## config.mk

```make
export PLATFORM = sky130hd
export DESIGN_NAME = ym2203_bus_ctrl
export DESIGN_NICKNAME = d
export VERILOG_FILES = /design/src/rtl/ym_ctrl_pkg.sv /design/src/rtl/ym_wr_fifo.sv /design/src/rtl/ym2203_bus_ctrl.sv
export SDC_FILE = /design/constraint.sdc
export NUM_CORES = 1
export LEC_CHECK = 0
export CAP_MARGIN = 20
export CELL_PAD_IN_SITES_DETAIL_PLACEMENT = 0
export CELL_PAD_IN_SITES_GLOBAL_PLACEMENT = 1
export CORE_ASPECT_RATIO = 2
export CORE_MARGIN = 2
export CORE_UTILIZATION = 47
export DETAILED_ROUTE_END_ITERATION = 8
export GPL_ROUTABILITY_DRIVEN = 0
export PLACE_DENSITY_LB_ADDON = 0.1
export SETUP_SLACK_MARGIN = 0.1
export SKIP_LAST_GASP = 1
export SLEW_MARGIN = 20
export SYNTH_ARGS = -nofsm -noshare
export SYNTH_HDL_FRONTEND = slang
export SYNTH_SLANG_ARGS = --single-unit
```

## constraint.sdc

```tcl
create_clock -name CLK -period 3.1 [get_ports CLK]
set_input_delay 0.62 -clock CLK [delete_from_list [all_inputs] [get_ports CLK]]
set_output_delay 0.62 -clock CLK [all_outputs]
set_load 0.01 [all_outputs]
```

## src/rtl/ym_ctrl_pkg.sv

```systemverilog
`default_nettype none
// ============================================================================
// Module      : ym_ctrl_pkg
// Description : Shared types and default timing for the ym2203 write scheduler
// Revision    : 1.0 - initial release
// ============================================================================
package ym_ctrl_pkg;

    typedef enum logic [1:0] {
        IDLE  = 2'd0,
        ISSUE = 2'd1,
        WAIT  = 2'd2
    } state_t;

    typedef struct packed {
        logic       chip;
        logic       a0;
        logic [7:0] data;
    } wr_entry_t;

    localparam int         c_ADDR_WAIT_DEF     = 17;
    localparam int         c_DATA_WAIT_FM_DEF  = 83;
    localparam int         c_DATA_WAIT_PSG_DEF = 2;
    // Registers below this index belong to the SSG block and settle quickly
    localparam logic [7:0] c_FM_REG_BASE       = 8'h10;

    function automatic int max3(input int a, input int b, input int c);
        int m;
        m = (a > b) ? a : b;
        return (m > c) ? m : c;
    endfunction

endpackage
`default_nettype wire

```

## src/rtl/ym_wr_fifo.sv

```systemverilog
`default_nettype none
// ============================================================================
// Module      : ym_wr_fifo
// Description : Synchronous FIFO of queued chip writes, push accepted when full
//               if a pop happens in the same cycle
// Revision    : 1.0 - initial release
// ============================================================================
module ym_wr_fifo
    import ym_ctrl_pkg::*;
#(
    parameter int DEPTH = 4
) (
    input  logic      CLK,
    input  logic      RESET,
    input  logic      i_push,
    input  logic      i_pop,
    input  wr_entry_t i_din,
    output wr_entry_t o_head,
    output logic      o_full,
    output logic      o_empty
);

    localparam int              c_AW    = (DEPTH > 1) ? $clog2(DEPTH) : 1;
    localparam logic [c_AW:0]   c_DEPTH = (c_AW + 1)'(DEPTH);

    wr_entry_t         r_mem [DEPTH];
    logic [c_AW-1:0]   r_wr_ptr;
    logic [c_AW-1:0]   r_rd_ptr;
    logic [c_AW:0]     r_count;
    logic              w_do_push;
    logic              w_do_pop;

    assign o_empty   = (r_count == '0);
    assign o_full    = (r_count == c_DEPTH);
    assign o_head    = r_mem[r_rd_ptr];
    assign w_do_pop  = i_pop && !o_empty;
    assign w_do_push = i_push && (!o_full || w_do_pop);

    always_ff @(posedge CLK) begin
        if (w_do_push) begin
            r_mem[r_wr_ptr] <= i_din;
        end
    end

    always_ff @(posedge CLK) begin
        if (RESET) begin
            r_wr_ptr <= '0;
            r_rd_ptr <= '0;
            r_count  <= '0;
        end else begin
            if (w_do_push) begin
                r_wr_ptr <= r_wr_ptr + c_AW'(1);
            end
            if (w_do_pop) begin
                r_rd_ptr <= r_rd_ptr + c_AW'(1);
            end
            case ({w_do_push, w_do_pop})
                2'b10:   r_count <= r_count + (c_AW + 1)'(1);
                2'b01:   r_count <= r_count - (c_AW + 1)'(1);
                default: r_count <= r_count;
            endcase
        end
    end

endmodule
`default_nettype wire

```

## src/rtl/ym2203_bus_ctrl.sv

```systemverilog
`default_nettype none
// ============================================================================
// Module      : ym2203_bus_ctrl
// Description : TurboSound FM port decoder and paced write scheduler for two
//               ym2203 chips
// Revision    : 1.0 - initial release
// ============================================================================
module ym2203_bus_ctrl
    import ym_ctrl_pkg::*;
#(
    parameter int DEPTH         = 4,
    parameter int ADDR_WAIT     = c_ADDR_WAIT_DEF,
    parameter int DATA_WAIT_FM  = c_DATA_WAIT_FM_DEF,
    parameter int DATA_WAIT_PSG = c_DATA_WAIT_PSG_DEF
) (
    input  logic       CLK,
    input  logic       RESET,
    input  logic       CE,
    input  logic       CPU_WR,
    input  logic       CPU_RD,
    input  logic       CPU_A,
    input  logic [7:0] CPU_DI,
    output logic [7:0] CPU_DO,
    output logic       CPU_BUSY,
    output logic       OVERRUN,
    output logic       YM_SEL,
    output logic       YM_A0,
    output logic       YM_WE,
    output logic [7:0] YM_DI,
    input  logic [7:0] YM0_DO,
    input  logic [7:0] YM1_DO
);

    localparam int c_WAIT_MAX = max3(ADDR_WAIT, DATA_WAIT_FM, DATA_WAIT_PSG);
    localparam int c_CNT_W    = (c_WAIT_MAX < 2) ? 1 : $clog2(c_WAIT_MAX + 1);

    localparam logic [c_CNT_W-1:0] c_ADDR_LD = c_CNT_W'(ADDR_WAIT);
    localparam logic [c_CNT_W-1:0] c_FM_LD   = c_CNT_W'(DATA_WAIT_FM);
    localparam logic [c_CNT_W-1:0] c_PSG_LD  = c_CNT_W'(DATA_WAIT_PSG);
    localparam logic [c_CNT_W-1:0] c_ONE     = c_CNT_W'(1);

    state_t               r_state;
    logic [c_CNT_W-1:0]   r_cnt;
    logic [1:0][7:0]      r_shadow;
    logic                 r_sel;
    logic                 r_overrun;
    logic                 r_we;
    logic                 r_a0;
    logic [7:0]           r_di;
    logic                 r_ysel;

    logic                 w_ctrl_wr;
    logic                 w_push_req;
    logic                 w_push;
    logic                 w_pop;
    logic                 w_full;
    logic                 w_empty;
    logic                 w_idle_empty;
    wr_entry_t            w_din;
    wr_entry_t            w_head;
    wr_entry_t            w_next;
    logic [c_CNT_W-1:0]   w_load;
    logic                 w_unused;

    // Reads are a plain mux on the selected chip, so the strobe itself is inert
    assign w_unused = CPU_RD;

    assign w_ctrl_wr  = CPU_WR && !CPU_A && (CPU_DI[7:3] == 5'b11111);
    assign w_push_req = CPU_WR && !w_ctrl_wr;
    assign w_pop      = (r_state == ISSUE) && !w_empty;
    assign w_push     = w_push_req && (!w_full || w_pop);
    assign w_din      = '{chip: r_sel, a0: CPU_A, data: CPU_DI};
    // An empty FIFO in IDLE forwards the incoming write so the strobe follows next cycle
    assign w_next     = w_empty ? w_din : w_head;

    ym_wr_fifo #(
        .DEPTH (DEPTH)
    ) u_fifo (
        .CLK     (CLK),
        .RESET   (RESET),
        .i_push  (w_push_req),
        .i_pop   (w_pop),
        .i_din   (w_din),
        .o_head  (w_head),
        .o_full  (w_full),
        .o_empty (w_empty)
    );

    always_comb begin
        w_load = c_ADDR_LD;
        if (w_head.a0) begin
            w_load = (r_shadow[w_head.chip] >= c_FM_REG_BASE) ? c_FM_LD : c_PSG_LD;
        end
    end

    always_ff @(posedge CLK) begin
        if (RESET) begin
            r_state   <= IDLE;
            r_cnt     <= '0;
            r_shadow  <= '0;
            r_sel     <= 1'b0;
            r_overrun <= 1'b0;
            r_we      <= 1'b0;
            r_a0      <= 1'b0;
            r_di      <= 8'h00;
            r_ysel    <= 1'b0;
        end else begin
            r_overrun <= w_push_req && w_full && !w_pop;
            if (w_ctrl_wr) begin
                r_sel <= ~CPU_DI[0];
            end
            case (r_state)
                IDLE: begin
                    if (!w_empty || w_push) begin
                        r_state <= ISSUE;
                        r_we    <= 1'b1;
                        r_ysel  <= w_next.chip;
                        r_a0    <= w_next.a0;
                        r_di    <= w_next.data;
                    end
                end
                ISSUE: begin
                    r_we  <= 1'b0;
                    r_cnt <= w_load;
                    if (!w_head.a0) begin
                        r_shadow[w_head.chip] <= w_head.data;
                    end
                    r_state <= (w_load == '0) ? IDLE : WAIT;
                end
                WAIT: begin
                    if (CE) begin
                        if (r_cnt <= c_ONE) begin
                            r_cnt   <= '0;
                            r_state <= IDLE;
                        end else begin
                            r_cnt <= r_cnt - c_ONE;
                        end
                    end
                end
                default: begin
                    r_state <= IDLE;
                    r_we    <= 1'b0;
                end
            endcase
        end
    end

    assign w_idle_empty = (r_state == IDLE) && w_empty;

    assign CPU_DO   = r_sel ? YM1_DO : YM0_DO;
    assign CPU_BUSY = !w_empty || (r_state != IDLE) || w_full;
    assign OVERRUN  = r_overrun;
    assign YM_WE    = r_we && !RESET;
    assign YM_SEL   = w_idle_empty ? r_sel : r_ysel;
    assign YM_A0    = w_idle_empty ? CPU_A : r_a0;
    assign YM_DI    = r_di;

endmodule
`default_nettype wire

```

[Yosys cells after proc, flatten, opt, wreduce, memory -nomap -nowiden]
Memories as Yosys holds them, arrays and structs flattened. A register that Yosys moved wholly into a read port is not among the register bits.
Index checks and enable logic that the tools add are counted.
Word-level totals
  input bits: 30
  memories: 1
  bits in writable memories: 40
  bits in latches: 0
  output and inout bits: 21
  ROM bits: 0
  register bits after elaboration: 45
  word-level logic and storage cells: 95
Memory list
  u_fifo.r_mem: depth 4, width 10, read ports 1, clocked after memory_dff 1, write ports 1, RTL line ym_wr_fifo.sv:26  | wr_entry_t r_mem [DEPTH];
Operators by class
  divide/modulo/power cells: 0
  reductions and logical operators: 34
  bitwise gates (word level): 3
  add/subtract/negate cells: 5
  multiply operators: 0
  magnitude comparators: 4
  shift operators: 0
  multiplexer cells: 26
  equal/unequal tests: 9
Operators with widths (count)
  2-to-1 mux 8 bit: 4
  2-to-1 mux 7 bit: 4
  bitwise mux 16 bit: 1
  one-hot mux 7 bit (2 select lines): 1
  logical AND 1 bit: 12
  2-to-1 mux 2 bit: 6
  2-to-1 mux 10 bit: 1
  demux 8 bit (select 1 bit): 1
  greater-or-equal comparator 8 x 5 -> 1 bit, second input constant: 1
  AND reduction 2 bit: 4
  less-or-equal comparator 7 x 1 -> 1 bit, second input constant: 1
  logical NOT 7 bit: 1
  subtractor 7 x 1 -> 7 bit, second input constant: 1
  logical NOT 1 bit: 6
  inequality test 2 bit, second input constant: 3
  one-hot mux 2 bit (3 select lines): 1
  one-hot mux 3 bit (2 select lines): 1
  nonzero test 2 bit: 3
  equality test 5 bit, second input constant: 1
  logical OR 1 bit: 5
  2-to-1 mux 1 bit: 5
  adder 2 x 1 -> 2 bit, second input constant: 2
  equality test 2 x 1 -> 1 bit, second input constant: 2
  equality test 2 bit, second input constant: 2
  10 further kinds: 12

[Longest topological paths before layout]
Gate-level depths: netlist (run 1).
  word-level depth: 9
  depth in mapped cells: 8
  gate-level depth less buffers: 8

[Hierarchy]
From an unflattened synthesis (run 1), not the netlist that was laid out.
Unflattened totals
  cell total of the unflattened synthesis: 297
  area total of the unflattened synthesis: 3629.7 µm²
Modules (own cells, without submodules)
  ym_wr_fifo: cells an instance 111, sequential area each 1381.3 µm², times used 1, area each 1976.9 µm²
  ym2203_bus_ctrl: cells an instance 186, sequential area each 600.6 µm², times used 1, area each 1652.8 µm²

[Worst setup path after synthesis (run 1)]
No wires, ideal clock.
  path type: input to register
  from: in CPU_A
  to: reg u_fifo.r_count[2]
  setup time: 0.121 ns
  buffers on the path: 0
  slack: 0.980 ns
  arrival: 1.999 ns
  stages on the path: 8
  required time: 2.979 ns
  cell sequence: nand4b_1 > o21ai_0 > nand2_1 > inv_1 > fa_1 > nor3_1 > a21oi_1 > mux2_2
On the way
  longest elaborated chain between the ends: 8
  elaborated cells between the ends (all ways): 10
  those cells by class: 2 x eq/ne; 1 x mux; 7 x reduce/logical
Ends and longest elaborated chain
  start: declaration: RTL line ym2203_bus_ctrl.sv:21  | input logic CPU_A,
  logical NOT 1 bit *: RTL line ym2203_bus_ctrl.sv:68  | assign w_ctrl_wr = CPU_WR && !CPU_A && (CPU_DI[7:3] == 5'b11111);
  logical AND 1 bit * (2 in series): RTL line ym2203_bus_ctrl.sv:68
  logical NOT 1 bit *: RTL line ym2203_bus_ctrl.sv:69  | assign w_push_req = CPU_WR && !w_ctrl_wr;
  logical AND 1 bit *: RTL line ym2203_bus_ctrl.sv:69
  logical AND 1 bit *: RTL line ym_wr_fifo.sv:37  | assign w_do_push = i_push && (!o_full || w_do_pop);
  equality test 2 x 1 -> 1 bit or equality test 2 bit (tied branches): RTL line ym_wr_fifo.sv:57  | case ({w_do_push, w_do_pop})
  one-hot mux 3 bit (2 select lines) or nonzero test 2 bit (tied branches)
  end signal: assignment: RTL line ym_wr_fifo.sv:58  | 2'b10: r_count <= r_count + (c_AW + 1)'(1);
  end signal: assignment: RTL line ym_wr_fifo.sv:59  | 2'b01: r_count <= r_count - (c_AW + 1)'(1);
  end signal: assignment: RTL line ym_wr_fifo.sv:60  | default: r_count <= r_count;
  end: declaration: RTL line ym_wr_fifo.sv:29  | logic [c_AW:0] r_count;
Mark *: on every way between the ends. The rest lies on a longest branch, timed or not.
A chain may end at the register's enable or synchronous reset.

[Worst setup path after layout (run 1)]
  from: in CPU_A
  to: out YM_A0
On the way
  longest elaborated chain between the ends: 1
Ends and longest elaborated chain
  2-to-1 mux 1 bit: RTL line ym2203_bus_ctrl.sv:155  | assign YM_A0 = w_idle_empty ? CPU_A : r_a0;
  end: declaration: RTL line ym2203_bus_ctrl.sv:27  | output logic YM_A0,
No other way between the ends.

==> results of run 1 <==
## where the power goes
part           internal [mW]  switching (mW)
Combinational          0.340           0.332
Clock                  0.624           0.425
Sequential              1.20          0.0676
## through the flow
| stage | instance area (um^2) | worst slack, ns |
|---|---|---|
| final | 4410 | 0.538 |
| after global routing | 4410 | 0.373 |
| after CTS | 4410 | 0.533 |
| after detailed placement | 4110 | 0.210 |
| after global placement | 4110 | 0.256 |
| after floorplan | 3500 | 0.980 |
## layout make-up
class                   count  area (um^2)
fillers                   616         2860
inverters                   6         22.5
clock inverters             7         71.3
multi-input cells         176         1410
flip-flops and latches     79         1980
clock buffers               9          225
repair buffers             61          581
well taps                  92          115
## flip-flops by register name, summed over array words and instances, names as in the netlist, named ones only
register / flops
r_sel: 1
r_we: 1
u_fifo.r_wr_ptr: 2
YM_DI: 8
r_cnt: 7
r_shadow: 8
r_a0: 1
r_state: 2
OVERRUN: 1
r_ysel: 1
u_fifo.r_count: 3
u_fifo.r_rd_ptr: 2
u_fifo.r_mem: 40
## worst max-delay path by stage
stage | slack [ns] | cells after the start | startpoint | to
2_1_floorplan | 0.98 | 8 | CPU_A | u_fifo.r_count[2]$_SDFFE_PP0P_
3_3_place_gp | 0.26 | 9 | CPU_DI[5] | u_fifo.r_count[2]$_SDFFE_PP0P_
3_5_place_dp | 0.21 | 9 | CPU_DI[5] | u_fifo.r_count[2]$_SDFFE_PP0P_
4_1_cts | 0.53 | 2 | r_sel$_SDFFE_PP0P_ | CPU_DO[5]
5_1_grt | 0.37 | 9 | CPU_DI[5] | u_fifo.r_count[2]$_SDFFE_PP0P_
6_report | 0.54 | 4 | CPU_A | YM_A0
## routing by layer
layer / vias up / GRT usage, % / wire length [um]
met5: - / 0 / 0
met4: 0 / 9.56 / 201
met3: 15 / 4.73 / 251
met2: 48 / 34.4 / 3990
met1: 1127 / 21.9 / 2900
li1: 1148 / - / -
## logic make-up after synthesis
group | after synthesis
adder cells (fa/ha/maj) | 7
AO/OA/AOI/OAI | 44
AND/OR/NAND/NOR | 82
flip-flops | 79
XOR/XNOR | 3
buffers and inverters | 19
multiplexers | 40
## worst max-delay path, cell delays in order
cell and delay (ns):
clkdlybuf4s50_1 0.41, buf_4 0.16, mux2_2 0.27, clkdlybuf4s50_1 0.47
## cells in the final DEF (no fill, tap or decap), types with 3 or more instances in the layout
master	Yosys	routed
o21ai_0	8	8
clkbuf_16	0	9
nor3_1	9	8
a211oi_1	10	10
mux4_1	8	8
ha_1	6	6
mux2_2	11	11
dfxtp_1	39	39
buf_4	2	12
a21oi_1	13	13
nand3_1	3	3
nor4_1	4	4
and3_1	5	5
inv_1	6	6
edfxtp_1	40	40
nor2_1	34	34
clkdlybuf4s50_1	0	49
mux2i_1	18	18
and2_1	3	3
nand2_1	9	9
==> metrics.sh, run 1 <==
WORSTPATHREQUIRED_NS=2.48
SYN_TO_FINAL_GROWTH_PCT=25.8
TOTALPOWERFINAL_mW=2.99
COMPOUND_GATE_FRACTION_OF_SYNTH_AREA_PCT=8.11
SYNTH_AREA_LEADERS='edfxtp_1 34%, dfxtp_1 22%, mux4_1 6.0%'
POST_SYNTH_AND_OR_NAND_NOR_AREA_FRACTION_PCT=12.1
HOLD-PATH-CELL-COUNT=2
MAX_CAPACITANCE_VIOLATION_TOTAL=0
WORST_HOLD_STARTPOINT='r_we$_SDFFE_PP0P_'
SYNTH_TOP_CELL_BY_AREA='edfxtp_1'
FIRST_PASS_GRT_WIRE_LENGTH_UM=11800
DESIGN.DIE.AREA_UM2=8200
SYNTHMOSTINSTANTIATEDCELL='edfxtp_1'
TRACK_USAGE_PCT=19.7
SYNTH.MUX.AREA_FRACTION_PCT=16.4
TIMING.CRITICAL_PATH.FANOUT_MAX=6
FINAL.SETUP.TNS_NS=0
FIN_CLK_SKEW_NS=0.00485
GRT_START_MAX_NET_PINS=39
VIA_COUNT_OF_THE_FIRST_GLOBAL_ROUTING_PASS=2370
DRT-VIAS-PER-INSTANCE=5.44
WORSTPATHARRIVAL_NS=1.94
TRITONCTS_NUM_SINKS=79
CTS_HOLD_BUFFERS=0
TOTAL_VIA_COUNT_IN_THE_ROUTED_DESIGN=2338
REG2REG_PATH_DEPTH=9
PORT_BUFFERS=49
TOP_FF_CELL_SYNTH='edfxtp_1'
SYNTH_SEQ_AREA_SHARE_PCT=56.6
SYNTH_NETS=311
SETUP_VIOL=0
SETUP.WORST_PATH.START_CLASS='input port'
ENDPOINT_KIND='output pin'
PATH_CLK_SLEW_NS=0.06
DIE_WIDTH_UM=65.0
CLOCK_LATENCY_ON_THE_WORST_SKEW_PAIR_NS=0.34
ROWS=44
MAX-SLEW-MARGIN-REL_PCT=59.3
FINALHOLDVIOLATIONS=0
SYNTH-XOR-AREA-SHARE_PCT=0.751
SYNTH_CELLS=274
FINALMAXSLEWVIOLATIONS=0
SYNTH_CELL_TYPE_COUNT=49
CTS_TREE='built'
OVERFLOW=0
SYNTHDOMINANTCELLAREASHARE_PCT=34.3
UPPER_CLOCK_FREQUENCY_LIMIT_GHz=0.390
STARTING_DENSITY_OF_THE_CORE_PCT=48.2
ANTENNA_FOUND_INITIAL=0
POST_SYNTH_MOST_FREQUENT_CELLS='40 x edfxtp_1, 39 x dfxtp_1, 34 x nor2_1, 18 x mux2i_1, 13 x a21oi_1'
DETAIL_ROUTE.WL_PER_CELL_UM=17.1
PWR_DENSITY_CELL_nW_PER_UM2=680
POST_SYNTHESIS_AVERAGE_CELL_AREA_UM2=12.8
DR.FIRST_ITER.DRC_COUNT=84
CLK_ROOT_BUFFER_CELL='clkbuf_16'
DETAILEDPLACEMENTHPWL_UM=5210
CTS_RESIZED=0
MAX_RAIL_DROP_VDD_V=0.000485
RUN_STATUS='completed'
WORST_R2R_ENDPOINT='u_fifo.r_count[2]$_SDFFE_PP0P_'
GRT_SETUP_UNREPAIRED='false'
LEAKAGE_nW=1.63
CHIPHEIGHT_UM=126
LAYOUT.CORE_UTILIZATION_PCT=60.6
PLACEABLECOREAREA_UM2=7270
DRC=0
WORSTREG2REGSTART='u_fifo.r_count[0]$_SDFFE_PP0P_'
YOSYS_REGISTER_BITS=79
YS.WARNINGS.COUNT=0
CTS_POST_SETUP_BUFFERS_INSERTED=0
CTS.HTREE.LEVELS=3
SYNTH-ASYNC-RESET-RATIO_PCT=0
ROUTED_WIRELENGTH_UM=7340
WORST_HOLD_PATH.ENDPOINT='r_we$_SDFFE_PP0P_'
DP_CELLS=414
SETUP_SLACK_ON_THE_WORST_FLOP_TO_FLOP_PATH_NS=0.83
DESIGN.PORTCOUNT=51
ANTENNA_CELLS_INSERTED=0
FINALHOLDWORSTSLACK_NS=0.489
CTS-ROOT-TO-SINK-BUFFERS=2
LAYOUT_MIN_CYCLE_TIME_NS=2.56
CTS_MADE_BUFFERS=9
POST-ROUTE-PERIOD-UTIL_PCT=82.6
WORST_PIN_SLEW_NS=0.610
SYNTH-ADDER-AREA-SHARE_PCT=2.72
SYNTH-EDFF-COUNT=40
WORST_HOLD_PATH_TYPE='register to register'
DRIVE_GT1_SHARE_PCT=15.1
SYNTHESIS.AREA_UM2=3500
CRITPATHKIND='input port to output pin'
FINAL_ANTENNA_NET_COUNT=0
DR.PASS1.ITERS=4
COMBINATIONAL_FAMILY_WITH_THE_MOST_AREA_AFTER_SYNTHESIS='multiplexers'
LAYOUT.NETS=370
FINISH.CELL_COUNT_WITHOUT_FILLERS=430
Power figures use the tool's default switching activity.
==> inputs of run 2 (changes only) <==
Settings changed: CORE_UTILIZATION 47 to 39.
Clock period 3.1 ns to 2.23 ns, I/O delays scaled along.
==> run 2 against run 1 <==
Compared with the run above: first-iteration DRC count is 51% higher; largest power group unchanged; combinational power is 52% higher; wire length is 6.8% higher; count of clock-buffer cells in the layout is 3 higher; critical path type is now input port to register; critical path depth is 5 higher; flip-flop and latch count stayed put.
==> metrics.sh, run 2 (synthesis gave the netlist of run 1 again) <==
UPPER_CLOCK_FREQUENCY_LIMIT_GHz=0.484
WORST_HOLD_STARTPOINT='YM_DI[4]$_SDFFE_PP0P_'
LARGEST_REGISTER='u_fifo.r_mem'
TIMING.CRITICAL_PATH.FANOUT_MAX=3
PLACEABLECOREAREA_UM2=8650
DETAIL_ROUTE.WL_PER_CELL_UM=17.0
GRT_START_MAX_NET_PINS=39
FINALMAXSLEWVIOLATIONS=0
FINALHOLDWORSTSLACK_NS=0.497
CTS_HOLD_BUFFERS=0
ROWS=48
ENDPOINT_KIND='register'
MAX-SLEW-MARGIN-REL_PCT=69.9
CTS_TREE='built'
CPMAXSTAGEDELAYCELL='clkdlybuf4s50_1'
WORSTPATHARRIVAL_NS=2.29
STARTING_DENSITY_OF_THE_CORE_PCT=40.5
SETUP_SLACK_ON_THE_WORST_FLOP_TO_FLOP_PATH_NS=0.28
WORST_HOLD_PATH.ENDPOINT='YM_DI[4]$_SDFFE_PP0P_'
LAYOUT_MIN_CYCLE_TIME_NS=2.06
MAX_RAIL_DROP_VDD_V=0.000556
CLOCK_LATENCY_ON_THE_WORST_SKEW_PAIR_NS=0.34
CTS-ROOT-TO-SINK-BUFFERS=2
RUN_STATUS='completed'
FIRST_PASS_GRT_WIRE_LENGTH_UM=12700
FILLERINSTANCES=789
SETUP_VIOL=0
DETAILEDPLACEMENTHPWL_UM=5660
MAX_CAPACITANCE_VIOLATION_TOTAL=0
CHIPHEIGHT_UM=138
SEQUENTIAL_CELL_AREA_UM2=1990
LAYOUT.NETS=393
PORT_BUFFERS=49
FINISH.CELL_COUNT_WITHOUT_FILLERS=461
ROUTED_WIRELENGTH_UM=7840
WORST_R2R_ENDPOINT='r_shadow[12]$_SDFFE_PP0P_'
HOLD-PATH-CELL-COUNT=2
PATH_CLK_SLEW_NS=0.06
WORSTPATHREQUIRED_NS=2.45
WORST_SLACK_NS=0.165
FIN_CLK_SKEW_NS=0.00445
TRACK_USAGE_PCT=17.7
DRIVE_GT1_SHARE_PCT=22.4
SYN_TO_FINAL_GROWTH_PCT=33.8
SETUP.WORST_PATH.START_CLASS='input port'
DESIGN.PORTCOUNT=51
DIE_WIDTH_UM=71.0
OVERFLOW=0
DP_CELLS=440
POST-ROUTE-PERIOD-UTIL_PCT=92.6
DRT-VIAS-PER-INSTANCE=5.21
WORST_PIN_SLEW_NS=0.451
LARGEST_REG_FLOPS=40
REG2REG_PATH_DEPTH=5
CRITICAL_PATH.CELL_CHAIN='clkdlybuf4s50_1, nand4b_1, o21ai_2, nand2_1, inv_2, fa_2, nor3_1, a21oi_1, mux2_2'
TIMING.CRITICAL_PATH.SLOWEST_CELL_DELAY_NS=0.50
DR.FIRST_ITER.DRC_COUNT=127
CTS.HTREE.LEVELS=3
FINAL_ANTENNA_NET_COUNT=0
DESIGN.DIE.AREA_UM2=9800
ANTENNA_FOUND_INITIAL=0
TRITONCTS_NUM_SINKS=79
VIA_COUNT_OF_THE_FIRST_GLOBAL_ROUTING_PASS=2512
ANTENNA_CELLS_INSERTED=0
WORST_HOLD_PATH_TYPE='register to register'
LAYOUT.CELLS.MOST_COMMON_LIST='40 x clkdlybuf4s50_1, 40 x edfxtp_1, 35 x dfxtp_1'
CRITPATHKIND='input port to register'
GRT_SETUP_UNREPAIRED='true'
CTS_MADE_BUFFERS=9
MULTI_INPUT_COMB_AREA_UM2=1420
DR.PASS1.ITERS=4
LEAKAGE_nW=1.81
CLK_ROOT_BUFFER_CELL='clkbuf_16'
FINALHOLDVIOLATIONS=0
DRC=0
PRECTSSETUPSLACK_NS=-0.318
PWR_DENSITY_CELL_nW_PER_UM2=917
STARTPOINT='CPU_DI[4]'
TOTAL_VIA_COUNT_IN_THE_ROUTED_DESIGN=2402
-- run 2: what timing repair did --
action	4_1_cts	5_1_grt
resized for setup	14	6
setup buffers	1	4
setup endpoints to repair	12	4
pin swaps	2	2
endpoints found under the hold margin	0	0
-- run 2: stage by stage --
step	area, um^2	power, mW	setup TNS (ns)	utilization (%)
after global placement	4320	2.81	-0.454	49.9
after CTS	4640	4.36	0	53.7
after floorplan	3500	2.37	0	-
after detailed placement	4320	2.82	-0.562	49.9
after global routing	4680	4.50	0	54.2
final	4680	4.30	0	54.2
-- run 2: power breakdown --
group / leakage (nW) / switching [mW] / total [mW] / internal (mW)
clock: 0.152 / 0.566 / 1.50 / 0.937
combinational: 0.969 / 0.489 / 1.02 / 0.531
sequential: 0.686 / 0.0957 / 1.77 / 1.68
total: 1.81 / 1.15 / 4.30 / 3.15
-- run 2: how the worst max path moves through the flow --
stage / depth (start not counted) / endpoint / slack [ns]
3_5_place_dp: 9 / u_fifo.r_count[2]$_SDFFE_PP0P_ / -0.32
5_1_grt: 9 / u_fifo.r_count[2]$_SDFFE_PP0P_ / 0.06
3_3_place_gp: 9 / u_fifo.r_count[2]$_SDFFE_PP0P_ / -0.31
2_1_floorplan: 8 / u_fifo.r_count[2]$_SDFFE_PP0P_ / 0.16
4_1_cts: 3 / CPU_DO[1] / 0.10
6_report: 9 / u_fifo.r_count[2]$_SDFFE_PP0P_ / 0.17
-- run 2: cell type report --
| class | instances | share of cell area [%] |
|---|---|---|
| Clock buffer | 12 | 5.50 |
| Clock inverter | 4 | 1.12 |
| Inverter | 6 | 0.481 |
| Multi-Input combinational cell | 176 | 30.4 |
| Sequential cell | 79 | 42.4 |
| Tap cell | 100 | 2.67 |
| Timing Repair Buffer | 84 | 17.4 |
-- run 2: per-layer routing --
layer	part of all wire, %	global-route usage, %
met4	2.1	7.86
met5	0	0
met3	2.3	3.49
met1	38	17.9
met2	58	34.1
-- run 2: critical path: cells and delay by family --
kind / cells / cell delay (ns)
buffers and inverters: 2 / 0.59
adders and majority gates: 1 / 0.19
and+or+nand+nor: 3 / 0.37
AOI/OAI and AO/OA: 2 / 0.35
muxes: 1 / 0.34
==> inputs of run 3 (changes only) <==
Settings changed: ABC_AREA set to 1, CORE_UTILIZATION 39 to 37.
==> run 3 against run 2 <==
Compared with the run above: sequential power grew 5%; power increased by 12%; combinational power rose by 60%; hold slack worse by 0.031 ns; die area increased by 8.5%; clock skew is 0.0044 ns higher; register-to-register slack better by 0.22 ns; count of clock-buffer cells in the layout down 2; first-iteration DRC count increased by 26%; flip-flop and latch count stayed put; via count rose by 23%; non-clock buffer count shrank 10; highest routed layer unchanged.
==> metrics.sh, run 3 <==
RUN_STATUS='completed'
FILLERINSTANCES=920
TIMING.CRITICAL_PATH.SLOWEST_CELL_DELAY_NS=0.55
ROUTED_WIRELENGTH_UM=9020
WORST_PIN_SLEW_NS=0.584
CPMOSTUSEDCELL='clkdlybuf4s50_1'
REG2REG_PATH_DEPTH=14
SYNTH-ASYNC-RESET-RATIO_PCT=0
PWR_DENSITY_CELL_nW_PER_UM2=1020
DESIGN.PORTCOUNT=51
SYNTH_TOP_CELL_BY_AREA='edfxtp_1'
DETAILEDPLACEMENTHPWL_UM=6480
ENDPOINT_KIND='output pin'
FINAL_ANTENNA_NET_COUNT=0
DRIVE_GT1_SHARE_PCT=14.5
SYNTHMOSTINSTANTIATEDCELL='nand2_1'
CTS-ROOT-TO-SINK-BUFFERS=2
DETAIL_ROUTE.WL_PER_CELL_UM=14.3
CPMAXSTAGEDELAYCELL='clkdlybuf4s50_1'
YS.WARNINGS.COUNT=0
ROWS=51
CHIPHEIGHT_UM=144
FINALMAXSLEWVIOLATIONS=0
GRT_SETUP_UNREPAIRED='false'
DR.PASS1.ITERS=4
ANTENNA_CELLS_INSERTED=0
DESIGN.DIE.AREA_UM2=10600
WORST_HOLD_PATH_TYPE='register to register'
MULTI_INPUT_COMB_AREA_UM2=1420
SYNTH_AREA_LEADERS='edfxtp_1 33%, dfxtp_1 22%, nand2_1 13%'
WORSTREG2REGSTART='r_state[1]$_SDFFE_PP0P_'
POST_DP_CELL_AREA_UM2=4390
FIN_CLK_SKEW_NS=0.00887
SYNTHESIS.AREA_UM2=3620
WORSTPATHARRIVAL_NS=1.57
LAYOUT.CELLS.MOST_COMMON_LIST='121 x nand2_1, 45 x nor2_1, 45 x clkdlybuf4s50_1'
CRITPATHKIND='input port to output pin'
SYNTH_CELLS=423
TIMING.CRITICAL_PATH.FANOUT_MAX=2
FINAL_CELL_AREA_UM2=4710
SEQUENTIAL_CELL_AREA_UM2=1980
FIRST_PASS_GRT_WIRE_LENGTH_UM=14500
FINALHOLDVIOLATIONS=0
DRC=0
CTS.HTREE.LEVELS=3
FINALHOLDWORSTSLACK_NS=0.466
LARGEST_REGISTER='u_fifo.r_mem'
WORST_R2R_ENDPOINT='u_fifo.r_count[2]$_SDFFE_PP0P_'
FINAL_COMMON_CELL='nand2_1'
TRITONCTS_NUM_SINKS=79
WORST_HOLD_STARTPOINT='u_fifo.r_rd_ptr[1]$_SDFFE_PP0P_'
CRITICAL_PATH.CELL_CHAIN='clkdlybuf4s50_1, nor2_1, clkdlybuf4s50_1'
MAX-SLEW-MARGIN-REL_PCT=61.0
ANTENNA_FOUND_INITIAL=0
GRT_START_MAX_NET_PINS=34
SETUP.WORST_PATH.START_CLASS='input port'
LEAKAGE_nW=2.00
SETUP_SLACK_ON_THE_WORST_FLOP_TO_FLOP_PATH_NS=0.50
VIA_COUNT_OF_THE_FIRST_GLOBAL_ROUTING_PASS=2785
CLK_ROOT_BUFFER_CELL='clkbuf_16'
CTS_TREE='built'
POST_SYNTHESIS_AVERAGE_CELL_AREA_UM2=8.55
DR.FIRST_ITER.DRC_COUNT=160
PORT_BUFFERS=49
SYNTH-EDFF-COUNT=40
TRACK_USAGE_PCT=18.8
SYN_TO_FINAL_GROWTH_PCT=30.3
STARTING_DENSITY_OF_THE_CORE_PCT=37.5
SYNTH_CELL_TYPE_COUNT=31
MAX_CAPACITANCE_VIOLATION_TOTAL=0
LARGEST_REG_FLOPS=40
MAX_RAIL_DROP_VDD_V=0.000641
SYNTH_NETS=460
SETUP_VIOL=0
HOLD-PATH-CELL-COUNT=2
OVERFLOW=0
UPPER_CLOCK_FREQUENCY_LIMIT_GHz=0.495
YOSYS_REGISTER_BITS=79
LAYOUT_MIN_CYCLE_TIME_NS=2.02
LAYOUT.NETS=530
TOP_FF_CELL_SYNTH='edfxtp_1'
POST_SYNTH_MOST_FREQUENT_CELLS='123 x nand2_1, 49 x nor2_1, 40 x edfxtp_1, 39 x dfxtp_1, 33 x o21ai_0'
WORST_HOLD_PATH.ENDPOINT='u_fifo.r_rd_ptr[1]$_SDFFE_PP0P_'
CTS_HOLD_BUFFERS=0
CTS_MADE_BUFFERS=9
DRT-VIAS-PER-INSTANCE=4.67
DIE_WIDTH_UM=73.9
POST-ROUTE-PERIOD-UTIL_PCT=90.6
PATH_CLK_SLEW_NS=0.06
CLOCK_LATENCY_ON_THE_WORST_SKEW_PAIR_NS=0.34
TOTALPOWERFINAL_mW=4.82
WORSTPATHREQUIRED_NS=1.78
PLACEABLECOREAREA_UM2=9640
TOTAL_VIA_COUNT_IN_THE_ROUTED_DESIGN=2944
SYNTH_SEQ_AREA_SHARE_PCT=54.8
SYNTHDOMINANTCELLAREASHARE_PCT=33.2
==> run 3: cell types whose count changed in the layout (fill, tap and decap cells not counted), moves of 11 or more <==
cell,change
o21ai_1,+12
nand2_1,+113
mux2i_1,-18
nor2_1,+11
mux2_2,-11
nand3_1,+23
inv_1,+25
o21ai_0,+25
==> run 3: worst max-delay path by stage <==
stage,startpoint,to,slack (ns),cells past startpoint
2_1_floorplan,CPU_A,u_fifo.r_count[2]$_SDFFE_PP0P_,0.49,14
3_3_place_gp,CPU_A,u_fifo.r_mem[3][5]$_DFFE_PP_,-0.18,7
3_5_place_dp,CPU_A,u_fifo.r_mem[0][5]$_DFFE_PP_,-0.22,7
4_1_cts,u_fifo.r_count[1]$_SDFFE_PP0P_,YM_A0,-0.04,6
5_1_grt,u_fifo.r_count[1]$_SDFFE_PP0P_,YM_SEL,0.11,6
6_report,RESET,YM_WE,0.21,3
==> run 3: area by class of cell <==
| type | count | share of cell area (%) |
|---|---|---|
| timing repair inverter | 1 | 0.106 |
| sequential | 79 | 42.1 |
| multi-input combinational | 290 | 30.1 |
| clock inverter | 6 | 0.796 |
| timing repair buffer | 74 | 15.4 |
| inverter | 38 | 3.16 |
| tap | 132 | 3.50 |
| clock buffer | 10 | 4.86 |
==> run 3: report_power, final <==
| part | internal (mW) | switching (mW) | total (mW) |
|---|---|---|---|
| clock network | 0.749 | 0.578 | 1.33 |
| registers | 1.75 | 0.112 | 1.86 |
| logic | 0.653 | 0.976 | 1.63 |
| total | 3.15 | 1.67 | 4.82 |
==> run 3: cell families after synthesis <==
| family | after synthesis | synth area share [%] |
|---|---|---|
| buffers and inverters | 54 | 6.74 |
| DFF | 79 | 54.8 |
| adders and majority gates | 7 | 2.63 |
| xor gates and xnor gates | 4 | 0.969 |
| AOI/OAI and AO/OA | 65 | 9.30 |
| and+or+nand+nor | 214 | 25.6 |
==> run 3: metrics by stage <==
step | cells | worst slack [ns] | TNS [ns] | util [%]
after floorplan | 423 | 0.491 | 0 | -
after global placement | 612 | -0.180 | -3.80 | 45.6
after detailed placement | 612 | -0.219 | -4.35 | 45.6
after CTS | 628 | -0.0450 | -0.0450 | 48.4
after global routing | 630 | 0.109 | 0 | 48.9
final | 630 | 0.210 | 0 | 48.9
==> run 3: routing by layer <==
metal	vias to the layer above	global-route usage, %	wire length, um	share of wire (%)
met5	-	0	0	0
met4	0	8.80	256	2.8
met3	16	3.72	232	2.6
met2	51	33.2	4990	55
met1	1354	20.8	3550	39
li1	1523	-	-	-
==> run 3: repair_timing <==
action                                  CTS  global route
endpoints found under the setup margin    3            32
setup buffers                             0             1
cloned                                    0             1
gates resized for setup                   5            14
pin swaps                                 0             0
==> run 3: worst max-delay path, delay by kind of cell <==
kind / cells / cell delay, ns
buffers and inverters: 2 / 0.98
AND/OR/NAND/NOR: 1 / 0.15
